==> src/rtl/jk_bank_ctrl_if.sv <==
`default_nettype none
// ============================================================================
// Module      : jk_bank_ctrl_if
// Description : Command and status bundle for jk_bank_ctrl.
//               master : drives cmd_valid/cmd_op/cmd_mask/cmd_count and
//                        observes cmd_ready, j_out, k_out, q, busy, done, err.
//               slave  : the controller side of the same signals.
// Revision    : 1.0 - initial release
// ============================================================================
interface jk_bank_ctrl_if #(
  parameter int WIDTH = 4,
  parameter int CNT_W = 8
);
  logic             cmd_valid;
  logic             cmd_ready;
  logic [2:0]       cmd_op;
  logic [WIDTH-1:0] cmd_mask;
  logic [CNT_W-1:0] cmd_count;
  logic [WIDTH-1:0] j_out;
  logic [WIDTH-1:0] k_out;
  logic [WIDTH-1:0] q;
  logic             busy;
  logic             done;
  logic             err;

  modport master (
    output cmd_valid, cmd_op, cmd_mask, cmd_count,
    input  cmd_ready, j_out, k_out, q, busy, done, err
  );

  modport slave (
    input  cmd_valid, cmd_op, cmd_mask, cmd_count,
    output cmd_ready, j_out, k_out, q, busy, done, err
  );
endinterface
`default_nettype wire

==> src/rtl/jk_bank_ctrl.sv <==
`default_nettype none
// ============================================================================
// Module      : jk_bank_ctrl
// Description : Command-driven sequencer over a bank of WIDTH JK flip-flops.
//               Accepts one command per valid/ready handshake and drives the
//               per-bit J/K vectors for SET, CLR, TGL, COUNT and SHIFT.
// Ports       : clk  - rising-edge clock
//               rst  - asynchronous active-high reset
//               bus  - jk_bank_ctrl_if.slave (command in, J/K/q/status out)
// Revision    : 1.0 - initial release
// ============================================================================
module jk_bank_ctrl #(
  parameter int WIDTH = 4,
  parameter int CNT_W = 8
) (
  input  wire logic         clk,
  input  wire logic         rst,
  jk_bank_ctrl_if.slave     bus
);

  localparam logic [1:0] S_IDLE = 2'd0;
  localparam logic [1:0] S_EXEC = 2'd1;
  localparam logic [1:0] S_DONE = 2'd2;

  localparam logic [2:0] OP_NOP   = 3'd0;
  localparam logic [2:0] OP_SET   = 3'd1;
  localparam logic [2:0] OP_CLR   = 3'd2;
  localparam logic [2:0] OP_TGL   = 3'd3;
  localparam logic [2:0] OP_COUNT = 3'd4;
  localparam logic [2:0] OP_SHIFT = 3'd5;

  logic [1:0]       r_state;
  logic [1:0]       w_next;
  logic [2:0]       r_op;
  logic [WIDTH-1:0] r_mask;
  logic [CNT_W-1:0] r_cnt;
  logic             r_err;
  logic [WIDTH-1:0] r_q;

  logic             w_accept;
  logic             w_multi_in;
  logic             w_reserved_in;
  logic             w_skip_exec;
  logic             w_multi_op;
  logic [WIDTH-1:0] w_j;
  logic [WIDTH-1:0] w_k;
  logic [WIDTH-1:0] w_carry;
  logic [WIDTH-1:0] w_shift_in;

  assign w_accept      = bus.cmd_valid && (r_state == S_IDLE);
  assign w_multi_in    = (bus.cmd_op == OP_COUNT) || (bus.cmd_op == OP_SHIFT);
  assign w_reserved_in = (bus.cmd_op > OP_SHIFT);
  // Commands with nothing to execute bypass EXEC entirely.
  assign w_skip_exec   = (bus.cmd_op == OP_NOP) || w_reserved_in ||
                         (w_multi_in && (bus.cmd_count == '0));
  assign w_multi_op    = (r_op == OP_COUNT) || (r_op == OP_SHIFT);

  // Ripple carry for the up-counter: bit i toggles when all lower bits are 1.
  assign w_carry[0] = 1'b1;
  for (genvar gi = 1; gi < WIDTH; gi++) begin : g_carry
    assign w_carry[gi] = w_carry[gi-1] & r_q[gi-1];
  end

  // Left shift with mask[0] as serial input; MSB falls off.
  assign w_shift_in = {r_q[WIDTH-2:0], r_mask[0]};

  // State register
  always_ff @(posedge clk or posedge rst) begin
    if (rst) r_state <= S_IDLE;
    else     r_state <= w_next;
  end

  // Next-state logic
  always_comb begin
    w_next = r_state;
    case (r_state)
      S_IDLE: if (w_accept) w_next = w_skip_exec ? S_DONE : S_EXEC;
      S_EXEC: begin
        // r_cnt holds steps remaining including the current one.
        if (!w_multi_op || (r_cnt == CNT_W'(1))) w_next = S_DONE;
      end
      S_DONE:  w_next = S_IDLE;
      default: w_next = S_IDLE;
    endcase
  end

  // Outputs and J/K drive
  always_comb begin
    bus.cmd_ready = (r_state == S_IDLE);
    bus.busy      = (r_state == S_EXEC);
    bus.done      = (r_state == S_DONE);
    w_j = '0;
    w_k = '0;
    if (r_state == S_EXEC) begin
      case (r_op)
        OP_SET:   w_j = r_mask;
        OP_CLR:   w_k = r_mask;
        OP_TGL:   begin w_j = r_mask;     w_k = r_mask;      end
        OP_COUNT: begin w_j = w_carry;    w_k = w_carry;     end
        OP_SHIFT: begin w_j = w_shift_in; w_k = ~w_shift_in; end
        default:  begin w_j = '0;         w_k = '0;          end
      endcase
    end
  end

  assign bus.j_out = w_j;
  assign bus.k_out = w_k;
  assign bus.q     = r_q;
  assign bus.err   = r_err;

  // Command latch, step counter and sticky error flag
  always_ff @(posedge clk or posedge rst) begin
    if (rst) begin
      r_op   <= OP_NOP;
      r_mask <= '0;
      r_cnt  <= '0;
      r_err  <= 1'b0;
    end else if (w_accept) begin
      r_op   <= bus.cmd_op;
      r_mask <= bus.cmd_mask;
      r_cnt  <= bus.cmd_count;
      r_err  <= w_reserved_in;
    end else if ((r_state == S_EXEC) && (r_cnt != '0)) begin
      r_cnt <= r_cnt - CNT_W'(1);
    end
  end

  // JK bank: q+ = J&~q | ~K&q per bit (00 hold, 01 clear, 10 set, 11 toggle)
  always_ff @(posedge clk or posedge rst) begin
    if (rst) r_q <= '0;
    else     r_q <= (w_j & ~r_q) | (~w_k & r_q);
  end

endmodule
`default_nettype wire

==> src/flat_wrapper.sv <==
// flat-port wrapper written by rule: the top's interface ports become plain ports
module jk_bank_ctrl_flat 
#(
  parameter int WIDTH = 4,
  parameter int CNT_W = 8
)
  (clk, rst, bus_cmd_valid, bus_cmd_op, bus_cmd_mask, bus_cmd_count, bus_cmd_ready, bus_j_out, bus_k_out, bus_q, bus_busy, bus_done, bus_err);
  jk_bank_ctrl_if #(.WIDTH(WIDTH), .CNT_W(CNT_W)) bus_i ();
  input  wire logic clk;
  input  wire logic rst;
  input wire logic [$bits(bus_i.cmd_valid)-1:0] bus_cmd_valid;
  input wire logic [$bits(bus_i.cmd_op)-1:0] bus_cmd_op;
  input wire logic [$bits(bus_i.cmd_mask)-1:0] bus_cmd_mask;
  input wire logic [$bits(bus_i.cmd_count)-1:0] bus_cmd_count;
  output wire logic [$bits(bus_i.cmd_ready)-1:0] bus_cmd_ready;
  output wire logic [$bits(bus_i.j_out)-1:0] bus_j_out;
  output wire logic [$bits(bus_i.k_out)-1:0] bus_k_out;
  output wire logic [$bits(bus_i.q)-1:0] bus_q;
  output wire logic [$bits(bus_i.busy)-1:0] bus_busy;
  output wire logic [$bits(bus_i.done)-1:0] bus_done;
  output wire logic [$bits(bus_i.err)-1:0] bus_err;
  assign bus_i.cmd_valid = bus_cmd_valid;
  assign bus_i.cmd_op = bus_cmd_op;
  assign bus_i.cmd_mask = bus_cmd_mask;
  assign bus_i.cmd_count = bus_cmd_count;
  assign bus_cmd_ready = bus_i.cmd_ready;
  assign bus_j_out = bus_i.j_out;
  assign bus_k_out = bus_i.k_out;
  assign bus_q = bus_i.q;
  assign bus_busy = bus_i.busy;
  assign bus_done = bus_i.done;
  assign bus_err = bus_i.err;
  jk_bank_ctrl #(.WIDTH(WIDTH), .CNT_W(CNT_W)) u_core (.clk(clk), .rst(rst), .bus(bus_i));
endmodule
==> config.mk <==
export PLATFORM = sky130hd
export DESIGN_NAME = jk_bank_ctrl_flat
export DESIGN_NICKNAME = d
export VERILOG_FILES = /design/src/rtl/jk_bank_ctrl_if.sv /design/src/rtl/jk_bank_ctrl.sv /design/src/flat_wrapper.sv
export SDC_FILE = /design/constraint.sdc
export NUM_CORES = 1
export LEC_CHECK = 0
export BUFFER_PORTS_ARGS = -buffer_cell sky130_fd_sc_hd__buf_2
export CORE_MARGIN = 2
export CORE_UTILIZATION = 30
export CTS_CLUSTER_SIZE = 30
export DETAILED_ROUTE_END_ITERATION = 8
export PLACE_DENSITY = 0.5
export SLEW_MARGIN = 30
export SYNTH_ARGS = -nofsm -noshare
export SYNTH_HDL_FRONTEND = slang
export SYNTH_SLANG_ARGS = --single-unit
==> constraint.sdc <==
create_clock -name clk -period 2.3 [get_ports clk]
set_input_delay 0.23 -clock clk [delete_from_list [all_inputs] [get_ports clk]]
set_output_delay 0.23 -clock clk [all_outputs]
set_load 0.1 [all_outputs]
# Word-level counts from Yosys, hierarchy flattened
# Index checks and enable logic that the tools add are counted.
# classes
bitwise_logic,8
order_cmp,1
n_mux,10
addsub,1
n_eq_ne,12
reduce_logical,17
# op_table
op,count
4-bit case mux with 3 select lines,2
8-bit 2-to-1 mux,2
3-bit == test (second input constant),4
4-bit inverter,3
4-bit bitwise AND,2
8-bit by 1-bit == test with 1-bit output (second input constant),1
8-bit logical NOT,1
4-bit 2-to-1 mux,2
8-bit nonzero test,1
8-bit by 1-bit subtractor with 8-bit output (second input constant),1
3-bit by 2-bit == test with 1-bit output (second input constant),2
2-bit 2-to-1 mux,3
1-bit logical OR,5
2-bit by 1-bit inequality test with 1-bit output (second input constant),2
4-bit OR,1
2-bit case mux with 2 select lines,1
2-bit OR reduction,2
3-bit by 1-bit == test with 1-bit output (second input constant),1
3-bit > comparator (second input constant),1
1-bit logical AND,3
3-bit logical NOT,1
1-bit bitwise AND,2
2-bit by 1-bit == test with 1-bit output (second input constant),1
2-bit == test (second input constant),1
other kinds (4),4
# totals
out_inout_bits,16
register_bits,22
inputBits,18
elab_cells,55

# Logic depth before layout (Yosys ltp)
# Gate-level depths: netlist of the first run.
# logic_depth
word_depth,7
depth_mapped,6
mapped_depth_nobuf,6

# Least setup slack after synthesis of the first run
# No wires, ideal clock.
# synth_timing
kind,flip-flop to output port
from,register u_core.r_state[1]
to,output port bus_j_out[3]
path_stages_with_launch,6
arrival_ps,3230
t_required_ps,2070
path_buffers,1
slack_ps,-1160
cell_sequence,dfrtp_1 -> nand2b_1 -> buf_2 -> inv_1 -> o21ai_1 -> a31oi_1
# synth_between
elab_chain_cells,2
# synth_rtl
element,line_no,source
start: declaration,jk_bank_ctrl.sv:32,logic [1:0] r_state;
start signal: assignment,jk_bank_ctrl.sv:70,else r_state <= w_next;
2-bit by 1-bit == test with 1-bit output,n/a,
net bus_busy,flat_wrapper.sv:19,output wire logic [$bits(bus_i.busy)-1:0] bus_busy;
4-bit 2-to-1 mux,jk_bank_ctrl.sv:94,if (r_state == S_EXEC) begin
end: declaration,flat_wrapper.sv:16,output wire logic [$bits(bus_i.j_out)-1:0] bus_j_out;
# The timed path passes the listed nets, and every way through them passes these cells.

# Final worst setup path of the first run
# layout_timing
from,register u_core.r_op[2]
to,output port bus_j_out[0]
# layout_between
elab_chain_cells,4
elab_cells_between_ends,7
cone_classes,4 x eq/ne; 2 x mux; 1 x reduce/logical
# layout_rtl
element,line_no,source
start: declaration,jk_bank_ctrl.sv:34,logic [2:0] r_op;
start signal: assignment,jk_bank_ctrl.sv:119,r_op <= bus.cmd_op;
3-bit by 1-bit == test with 1-bit output or 3-bit by 2-bit == test with 1-bit output (tied branches),jk_bank_ctrl.sv:95,case (r_op)
2-bit OR reduction (no line),n/a,
4-bit case mux with 3 select lines (*),jk_bank_ctrl.sv:95,
4-bit 2-to-1 mux (*),jk_bank_ctrl.sv:94,
# Mark *: on every way between the ends. The rest lies on a longest branch, timed or not.

==> reports/qor.txt, run 1 <==
run status: completed
combinational family with the most area after synthesis: simple AND/OR/NAND/NOR gates
via count: 1261
mux share of post-synthesis cell area: 2.24%
DRT iter0 DRCs: 64
fmax: 468 MHz
final wirelength: 3.48 mm
syn_area_per_cell: 8.37 um2
worst slew pin tran: 0.610 ns
Final min period: 2.14 ns
num rows: 24
Filler Cell Count: 455
CTS H-tree lvls: 1
# clock sinks: 22
EDFF count, synth: 0
met3 Track Usage GR: 3.56%
fraction of registers with async set/reset: 100%
Clock Latency Late Sink: 0.26 ns
Core Box Area: 4320 um2
top-level port count: 34
Synth Area in Adders: 1.87%
global placement routability congestion: 0.759
post-synthesis cell area: 1340 um2
compound-cell area share of the yosys netlist: 19.0%
largest net degree at the start of global routing: 18
critical path class: reg -> out
grt ovf: 0
GR peak layer: met2
post-route ant nets: 0
GR Layer Usage met1: 21.2%
max-cap violation count: 0
Die Ht: 70.8 um
yosys warns: 0
layout cells sized above 1: 30.8%
cell area after layout: 1830 um2
CTS max path bufs: 2
I/O Buffers: 33
Hold Fails Final Rpt: 0
# Post-CTS Setup Buffers: 0
Mapped Nets: 180
hpwl dp: 2.64 mm
layout net count: 216
Root Driver: clkbuf_8
CTS tree: built
crit path max fanout: 9
Initial Util: 31.0%
die area: 5010 um2
met2 Track Usage GR: 23.2%
dpl cell area: 1740 um2
Ant. Diodes: 0
Rel. slew slack: 59.0%
sequential element share of the synthesized area: 41.1%
Worst Skew: 0.00636 ns
P per Cell Area: 1400 nW/um2
GRT Total Usage: 14.9%
hold depth: 3
CTS clock-pin slew for the worst setup and hold paths: 0.09 ns
Post-Synth XOR/XNOR Area: 1.31%
Die W: 70.8 um
Max VDD drop: 0.767 mV
post-synth cell types: 44
first-pass GRT wire length: 6.01 mm
max-slew violations: 0
RSZ-0062 raised after global routing: false
drt pass-1 iters: 4
Syn Inst Count: 160
synthesis-stage register bit count: 22
Vias per Instance: 5.11
worst hold path class: in -> reg
Worst R2R Path Depth: 4
critical path arrival: 1.91 ns
Required @ worst endpoint: 2.07 ns
CTS Buf Count: 3
CP endpoint kind: primary output
Tcrit/Tclk final: 92.9%
Routed wire per std cell: 14.1 um
initial antenna violation count: 0
# setup viols final: 0
Startpoint Class: flip-flop
DR DRC count: 0
LEAKAGE: 0.000758 uW
commonest register cell after synthesis: dfrtp_1
vias in the first global route: 1236
Overall Power: 2550 uW
simple-gate share of the synthesized area: 29.2%
Synth-to-Final Area Change: 36.4%
-- metrics by stage --
stage | hold WS [ns] | instances | utilization (%) | setup WS [ns] | setup TNS (ns)
3_3_place_gp | 0.246 | 242 | 40.3 | 0.388 | 0
6_report | 0.153 | 247 | 42.2 | 0.162 | 0
5_1_grt | 0.154 | 247 | 42.2 | 0.0325 | 0
3_5_place_dp | 0.266 | 242 | 40.3 | 0.302 | 0
4_1_cts | 0.148 | 247 | 42.2 | 0.183 | 0
2_1_floorplan | 0.219 | 160 | - | -0.0273 | -0.0273
-- layout make-up --
cell class,instances,area [um2],area share [%]
clock inverter,1,30.0,1.64
sequential,22,553,30.3
tap,52,65.1,3.56
inverter,11,48.8,2.67
multi-input combinational,121,785,43.0
timing repair buffer,37,303,16.6
clock buffer,3,41.3,2.26
-- path summary, 6_finish.rpt --
check | endpoint | start | slack [ns]
worst max register to register | u_core.r_cnt[1]$_DFFE_PP0P_ | u_core.r_cnt[2]$_DFFE_PP0P_ | 0.50
max in group asynchronous | u_core.r_state[1]$_DFFE_PP0P_ | rst | 1.26
worst min-delay path | u_core.r_mask[1]$_DFFE_PP0P_ | bus_cmd_mask[1] | 0.15
worst min register to register | u_core.bus.err$_DFFE_PP0P_ | u_core.bus.err$_DFFE_PP0P_ | 0.50
worst max-delay path | bus_j_out[0] | u_core.r_op[2]$_DFFE_PP0P_ | 0.16
min in group asynchronous | u_core.bus.q[2]$_DFF_PP0_ | rst | 0.50
-- timing repair --
item                                    CTS  global route
hold endpoints to repair                 10             0
resized for setup                         1             0
endpoints found under the setup margin    2             0
hold buffers                              1             0
-- synthesized netlist by cell type (all sizes together) (2+ instances only) --
cell | instances | area share [%]
nor2 | 10 | 2.8
a21oi | 11 | 4.4
buf | 4 | 1.7
mux2i | 3 | 2.2
nand2 | 30 | 8.4
dfrtp | 22 | 41
nand4 | 2 | 0.93
nor3 | 2 | 0.75
ha | 2 | 1.9
nor2b | 4 | 1.9
inv | 11 | 3.1
clkbuf | 2 | 0.56
a32oi | 2 | 1.3
a31oi | 3 | 1.4
nand3 | 7 | 2.6
o21ai | 13 | 4.9
nor4 | 4 | 2.8
nand3b | 5 | 2.8
nand2b | 2 | 0.93
-- power breakdown --
part | switching, uW | internal [uW]
Clock | 134 | 232
Combinational | 994 | 382
Sequential | 249 | 563
Total | 1380 | 1180
-- cells in the final DEF (no fill, tap or decap), types with 3 or more instances in the layout --
cell type and count:
buf_12 7, nor2_1 9, inv_1 9, nand3_1 7, buf_2 26, o21ai_0 12, clkbuf_8 3, mux2i_1 3
a21oi_1 6, buf_4 3, nor2b_1 3, dfrtp_1 20, nand3b_1 5, a21oi_2 4, nand2_1 30
-- cells by family after synthesis --
group | count (synthesis)
buffers and inverters | 17
AOI/OAI and AO/OA | 40
DFF | 22
adders and majority gates | 2
muxes | 3
and+or+nand+nor | 74
xor gates and xnor gates | 2
-- critical path, cell delays in order, from the launching register on --
cell        delay [ns]
dfrtp_1           0.49
nor2b_2           0.40
buf_4             0.20
o21ai_4           0.09
a21o_1            0.21
clkinvlp_4        0.09
buf_12            0.16
-- per-layer routing --
| metal | part of all wire [%] | up-vias | wire length, um |
|---|---|---|---|
| met5 | 0 | - | 0 |
| met1 | 50 | 585 | 1730 |
| met3 | 5.0 | 4 | 174 |
| met4 | 1.1 | 0 | 40 |
| li1 | - | 637 | - |
| met2 | 44 | 35 | 1530 |
-- state kept, by name, summed over array words and instances, names as in the netlist --
signal          count
u_core.r_mask       4
u_core.bus.err      1
u_core.r_op         3
u_core.r_cnt        8
u_core.bus.q        4
u_core.r_state      2
No activity file was read; power rests on OpenSTA's default activity.
==> run 2: changes to the inputs <==
--- a/constraint.sdc
+++ b/constraint.sdc
@@ -3,2 +3,2 @@
 set_output_delay 0.23 -clock clk [all_outputs]
-set_load 0.1 [all_outputs]
+set_load 0.005 [all_outputs]
==> run 2 against run 1 <==
Against the previous run:
- the run now ends with hold timing left
- sequential power is 1% lower
- non-clock buffer count is 3 lower
- global-route usage is 1.4 points lower
- clock skew is 0.0022 ns lower
- routed wire length is 3.4% lower
- largest power group is now sequential cells
- highest routed layer unchanged
==> reports/qor.txt, run 2 (same netlist as run 1, synthesis figures left out) <==
run status: complete, but fails checks
failing checks: hold timing
LEAKAGE: 0.000743 uW
vias in the first global route: 1192
Worst Skew: 0.00417 ns
Tcrit/Tclk final: 89.3%
first-pass GRT wire length: 5.49 mm
max-slew violations: 0
max reg flops: 8
hpwl dp: 2.54 mm
Biggest register: u_core.r_cnt
CTS max path bufs: 2
layout net count: 213
Root Driver: clkbuf_8
Rel. slew slack: 59.1%
drt pass-1 iters: 4
final wirelength: 3.36 mm
# clock sinks: 22
Ant. Diodes: 0
crit path max fanout: 9
hold buffers post-CTS: 0
Clock Latency Late Sink: 0.26 ns
DR DRC count: 0
Required @ worst endpoint: 2.07 ns
R2R setup slack: 0.58 ns
Hold Slack: -0.0255 ns
Die W: 70.8 um
CTS H-tree lvls: 1
Startpoint Class: flip-flop
DRT iter0 DRCs: 94
setup TNS: 0 ns
post-route ant nets: 0
Final min period: 2.05 ns
top-level port count: 34
Synth-to-Final Area Change: 20.8%
worst slew pin tran: 0.614 ns
num rows: 24
Max VDD drop: 0.384 mV
CTS tree: built
layout cells sized above 1: 24.0%
Hold Fails Final Rpt: 22
Core Box Area: 4320 um2
P per Cell Area: 1150 nW/um2
RSZ-0062 raised after global routing: false
post-cts sizing count: 0
fmax: 487 MHz
Initial Util: 31.0%
Worst R2R Path Depth: 4
# Post-CTS Setup Buffers: 0
CTS Buf Count: 3
fin util: 37.4%
Vias per Instance: 5.25
# setup viols final: 0
global placement routability congestion: 0.786
CTS clock-pin slew for the worst setup and hold paths: 0.09 ns
GRT Total Usage: 13.5%
die area: 5010 um2
CP endpoint kind: primary output
Worst R2R End: u_core.r_cnt[1]$_DFFE_PP0P_
I/O Buffers: 33
Filler Cell Count: 472
largest net degree at the start of global routing: 23
Die Ht: 70.8 um
critical path arrival: 1.82 ns
Routed wire per std cell: 13.8 um
worst hold path class: in -> async
max-cap violation count: 0
critical path class: reg -> out
reg2reg start: u_core.r_cnt[2]$_DFFE_PP0P_
initial antenna violation count: 0
grt ovf: 0
most frequent cells in the layout: buf_2, nand2_1, dfrtp_1, o21ai_0
most common cell after layout, fill and taps aside: buf_2
via count: 1281
==> run 2: report_power, final <==
group,switching (uW),internal [uW]
Clock,136,232
Combinational,389,308
Sequential,242,560
Total,767,1100
==> run 2: critical path: stages (launching register included) <==
cell and delay (ns):
dfrtp_1 0.44, nand2b_1 0.32, inv_1 0.26, o21ai_1 0.19
a21o_1 0.20, inv_1 0.05, buf_2 0.10
==> run 2: area by class of cell <==
cell class | instances | area, um2 | share of cell area (%)
Clock inverter | 1 | 30.0 | 1.86
Tap cell | 52 | 65.1 | 4.02
Inverter | 11 | 41.3 | 2.55
Multi-Input combinational cell | 121 | 717 | 44.3
Sequential cell | 22 | 551 | 34.0
Clock buffer | 3 | 41.3 | 2.55
Timing Repair Buffer | 34 | 173 | 10.7
==> run 2: stage by stage <==
step           std cells  power (uW)  area, um2  setup slack (ns)
2_1_floorplan        160        1260       1340             0.769
3_3_place_gp         240        1500       1550             0.535
3_5_place_dp         240        1510       1550             0.526
4_1_cts              244        1890       1620             0.227
5_1_grt              244        2020       1620            0.0955
6_report             244        1870       1620             0.246
==> run 2: worst max path at each step <==
stage	cells past startpoint	slack, ns	start	end
floorplan	4	0.77	u_core.r_cnt[0]$_DFFE_PP0P_	u_core.r_cnt[5]$_DFFE_PP0P_
global placement	6	0.54	u_core.r_state[1]$_DFFE_PP0P_	bus_j_out[0]
detailed placement	6	0.53	u_core.r_state[1]$_DFFE_PP0P_	bus_j_out[0]
CTS	6	0.23	u_core.r_state[1]$_DFFE_PP0P_	bus_j_out[0]
global route	6	0.1	u_core.r_state[1]$_DFFE_PP0P_	bus_j_out[0]
finish	6	0.25	u_core.r_state[1]$_DFFE_PP0P_	bus_j_out[0]
==> run 2: per-layer routing <==
metal,share of wire (%),GRT usage (%)
met5,0,0
met4,0.42,3.14
met3,4.9,2.71
met2,49,23.6
met1,46,17.1
